[src/rtl/pc_stack.sv]
// Program counter with a LIFO return-address stack, PC-relative branch and
// configurable increment step. All outputs come from registered state.
module pc_stack #(
    parameter int WIDTH = 16,
    parameter int DEPTH = 8,
    parameter int STEP  = 1,
    localparam int SPW  = $clog2(DEPTH + 1)
) (
    input  logic             clk,
    input  logic             reset,
    input  logic [WIDTH-1:0] in,
    input  logic [WIDTH-1:0] offset,
    input  logic             load,
    input  logic             call,
    input  logic             ret,
    input  logic             branch,
    input  logic             inc,
    output logic [WIDTH-1:0] out,
    output logic [SPW-1:0]   sp_count,
    output logic             full,
    output logic             empty,
    output logic             overflow,
    output logic             underflow
);
    localparam int AW = (DEPTH > 1) ? $clog2(DEPTH) : 1;
    localparam logic [WIDTH-1:0] STEP_W = WIDTH'(STEP);

    logic [DEPTH-1:0][WIDTH-1:0] stack;
    logic [SPW-1:0]              sp_m1;
    logic [AW-1:0]               wr_idx, rd_idx;

    assign full   = (sp_count == SPW'(DEPTH));
    assign empty  = (sp_count == '0);
    assign sp_m1  = sp_count - SPW'(1);
    // Indices are only used when the guard (not full / not empty) holds,
    // so truncation to the array index width is safe.
    assign wr_idx = AW'(sp_count);
    assign rd_idx = AW'(sp_m1);

    // Stack entries are intentionally not reset; stale data is never readable.
    always_ff @(posedge clk) begin
        if (reset) begin
            out       <= '0;
            sp_count  <= '0;
            overflow  <= 1'b0;
            underflow <= 1'b0;
        end else if (load) begin
            out <= in;
        end else if (call) begin
            if (!full) begin
                stack[wr_idx] <= out + STEP_W;
                sp_count      <= sp_count + SPW'(1);
                out           <= in;
            end else begin
                overflow <= 1'b1;
            end
        end else if (ret) begin
            if (!empty) begin
                out      <= stack[rd_idx];
                sp_count <= sp_m1;
            end else begin
                underflow <= 1'b1;
            end
        end else if (branch) begin
            out <= out + offset;
        end else if (inc) begin
            out <= out + STEP_W;
        end
    end
endmodule

[config.mk]
export PLATFORM = sky130hd
export DESIGN_NAME = pc_stack
export DESIGN_NICKNAME = d
export VERILOG_FILES = /design/src/rtl/pc_stack.sv
export SDC_FILE = /design/constraint.sdc
export NUM_CORES = 1
export LEC_CHECK = 0
export CAP_MARGIN = 10
export CELL_PAD_IN_SITES_DETAIL_PLACEMENT = 2
export CELL_PAD_IN_SITES_GLOBAL_PLACEMENT = 2
export CORE_UTILIZATION = 25
export CTS_CLUSTER_DIAMETER = 150
export CTS_CLUSTER_SIZE = 25
export DETAILED_ROUTE_END_ITERATION = 7
export GPL_TIMING_DRIVEN = 0
export PLACE_DENSITY_LB_ADDON = 0.25
export SYNTH_ARGS = -nofsm -noshare
export SYNTH_HDL_FRONTEND = slang
export SYNTH_SLANG_ARGS = --single-unit
[constraint.sdc]
create_clock -name clk -period 4.5 [get_ports clk]
set_clock_uncertainty 0.2 [all_clocks]
set_input_delay 0.675 -clock clk [delete_from_list [all_inputs] [get_ports clk]]
set_output_delay 0.675 -clock clk [all_outputs]
set_load 0.02 [all_outputs]
==> qor.txt <==
Status - complete, no violations
F_max - 0.266 GHz
Vias per cell - 5.00
Int Pwr - 2.58 mW
Core Box Area - 28900 µm²
Synth unique cells - 64
Commonest cells in the netlist - 128 x edfxtp_1, 55 x nand2_1, 41 x nor2_1, 22 x dfxtp_1
Clock Root Buffer - clkbuf_16
Hold-critical path endpoint - underflow
Most common cell in the netlist - edfxtp_1
Post_cts resized - 0
Slew headroom - 37.4%
Latest clock arrival within the worst-skew pair - 0.42 ns
Area grow syn2layout - 24.0%
DRT iter0 DRCs - 237
Max-cap viol count - 0
Die height - 174 µm
Postcts setup bufs - 0
Grt ovf - 0
Main area contributors after synthesis - edfxtp_1 52%, dfxtp_1 6.0%, mux4_2 5.5%
Fin crit period - 3.77 ns
Via count - 5200
Worst hold stages - 2
Post-route DRC violation count - 0
Clock Power Share - 34.5%
Worst VDD drop - 0.249 mV
Combinational Power Share - 21.3%
Worst Hold Class - reg2reg
Syn_nets - 614
Worst r2r path cells - 10
Reg power frac - 44.2%
Share of cells above drive strength 1 - 13.2%
Kind of critical path - reg2reg
Switching Share - 29.3%
Clock sink count - 150
Setup slack, reg-to-reg - 0.73 ns
First-pass GRT wire length - 36300 µm
Worst EP required - 4.42 ns
Longest Clk Path Bufs - 2
TritonCTS clock tree - built
CTS Buf Count - 17
Synthesis-stage register bit count - 150
CP Capture Type - flop
RR Startpoint - sp_count[0]
Core Util, Final - 31.7%
RSZ-0062 raised after global routing - false
Number of cell rows - 62
Worst hold path startpoint - underflow
Leakage - 3.07 nW
Min Hold Slack - 0.296 ns
Main synth FF type - edfxtp_1
Final hold vios - 0
Gr usage total - 16.5%
Initial antenna violation count - 0
Synthesized cell area - 7400 µm²
Port bufs - 62
Crit path max fanout - 10
Number of antenna diodes - 0
Wire per inst - 23.5 µm
Psw - 1.07 mW
Clock-pin slew on the worst setup and hold paths - 0.06 ns
Synth warnings - 0
GPL Wtd Cong - 0.839
Reg-to-Reg End - stack[30]
Total Wirelength - 24500 µm
Cell taking the most area after synthesis - edfxtp_1
Asr flop ratio synth - 0%
Worst-margin pin slew - 0.933 ns
Post-synth EDFFs - 128
H-Tree Depth - 4
DRT Pass-1 Iters - 4
Die width - 174 µm
Post-synthesis cell count - 556
Post-detail-place hpwl - 18600 µm
Synthesized area per cell - 13.3 µm²
Vias in the first global route - 5594
Starting density of the core - 25.6%
I/O pins - 63
Nets - 703
Period Utilization, post-route - 83.7%
Antenna-violating nets left - 0
CP arrival - 3.69 ns
Cts hold-fix bufs - 0
Setup violations, final - 0
Seq/Total Area, Yosys - 57.9%
Pin count of the biggest net entering global routing - 17
Total power - 3.65 mW
Final Slew Violations - 0
Synth top area share - 52.0%
PwrDens - 398 nW/µm²
Die ar. - 30300 µm²
Worst setup SP type - flop
==> worst max-delay path, stage by stage (launching register included) <==
cell and delay, ns:
dfxtp_1 0.38, buf_6 0.19, buf_12 0.16, buf_6 0.19, inv_1 0.09, ha_1 0.28, nand3b_1 0.23, inv_1 0.11
or4_1 0.63, nor3_2 0.75, buf_8 0.24
==> placed cells by master, fill, tap and decap left out, types with 7 or more instances in the layout <==
cell type        instances
inv_1                   12
buf_2                    9
and3_1                   8
a211oi_1                10
nand2_1                 55
xnor2_1                 16
clkdlybuf4s50_1         62
mux4_1                  14
o211ai_1                 7
clkbuf_1                16
dfxtp_1                 22
mux4_2                  18
edfxtp_1               128
buf_8                    7
clkbuf_16               17
nand3_1                 20
a21oi_1                 20
nor3_1                  13
o21ai_0                 19
xor2_1                  10
ha_1                    18
nor2_1                  35
==> layout make-up <==
type | instances | area [µm²]
Clock inverter | 12 | 82.6
Buffer | 29 | 163
Fill cell | 3024 | 19800
Timing Repair Buffer | 70 | 753
Tap cell | 384 | 480
Sequential cell | 150 | 4280
Multi-Input combinational cell | 364 | 2930
Clock buffer | 19 | 433
Inverter | 13 | 48.8
==> worst max-delay path by stage <==
stage                startpoint         to  slack, ns  depth (start not counted)
finish              sp_count[0]  stack[30]       0.73                         10
global route        sp_count[0]  stack[30]       0.53                         10
CTS                 sp_count[0]  stack[30]       0.66                         10
detailed placement  sp_count[0]  stack[28]       0.68                         10
global placement    sp_count[0]  stack[12]      -0.68                          9
floorplan           sp_count[0]   stack[0]       0.62                          9
==> power by group through the flow <==
| stage | logic, mW | registers [mW] | clock network [mW] |
|---|---|---|---|
| 3_3_place_gp | 0.761 | 1.64 | 0 |
| 2_1_floorplan | 0.452 | 1.65 | 0 |
| 5_1_grt | 0.838 | 1.62 | 1.34 |
| 4_1_cts | 0.788 | 1.61 | 1.29 |
| 3_5_place_dp | 0.784 | 1.64 | 0 |
| 6_report | 0.780 | 1.61 | 1.26 |
==> cells by family (layout without fill, tap and decap cells) <==
group           after synthesis  count (layout)  share of synthesized area, %
buf+inv                      42             143                          2.86
compound gates              109             109                          10.2
fa+ha+maj                    19              19                          3.32
simple gates                170             170                          11.0
xor+xnor                     27              27                          3.30
flops                       150             150                          57.9
mux                          39              39                          11.5
==> through the flow <==
step / setup slack (ns) / area, µm² / instances / TNS, ns
after floorplan: 0.622 / 7400 / 556 / 0
after global placement: -0.680 / 8500 / 1002 / -21.36
after detailed placement: 0.683 / 8660 / 1010 / 0
after CTS: 0.659 / 9170 / 1041 / 0
after global routing: 0.531 / 9170 / 1041 / 0
final: 0.734 / 9170 / 1041 / 0
==> sequential cells by signal, summed over array words and instances, names as in the netlist <==
name and cells:
overflow 1, sp_count 4, underflow 1, stack 128, out 16
==> routing by layer <==
| metal | up-vias | routed length (µm) | GRT usage (%) |
|---|---|---|---|
| met3 | 33 | 747 | 3.06 |
| li1 | 2371 | - | - |
| met2 | 105 | 12100 | 27.9 |
| met5 | - | 0 | 0 |
| met4 | 0 | 651 | 6.62 |
| met1 | 2691 | 11000 | 20.9 |
No activity file was read; power rests on OpenSTA's default activity.
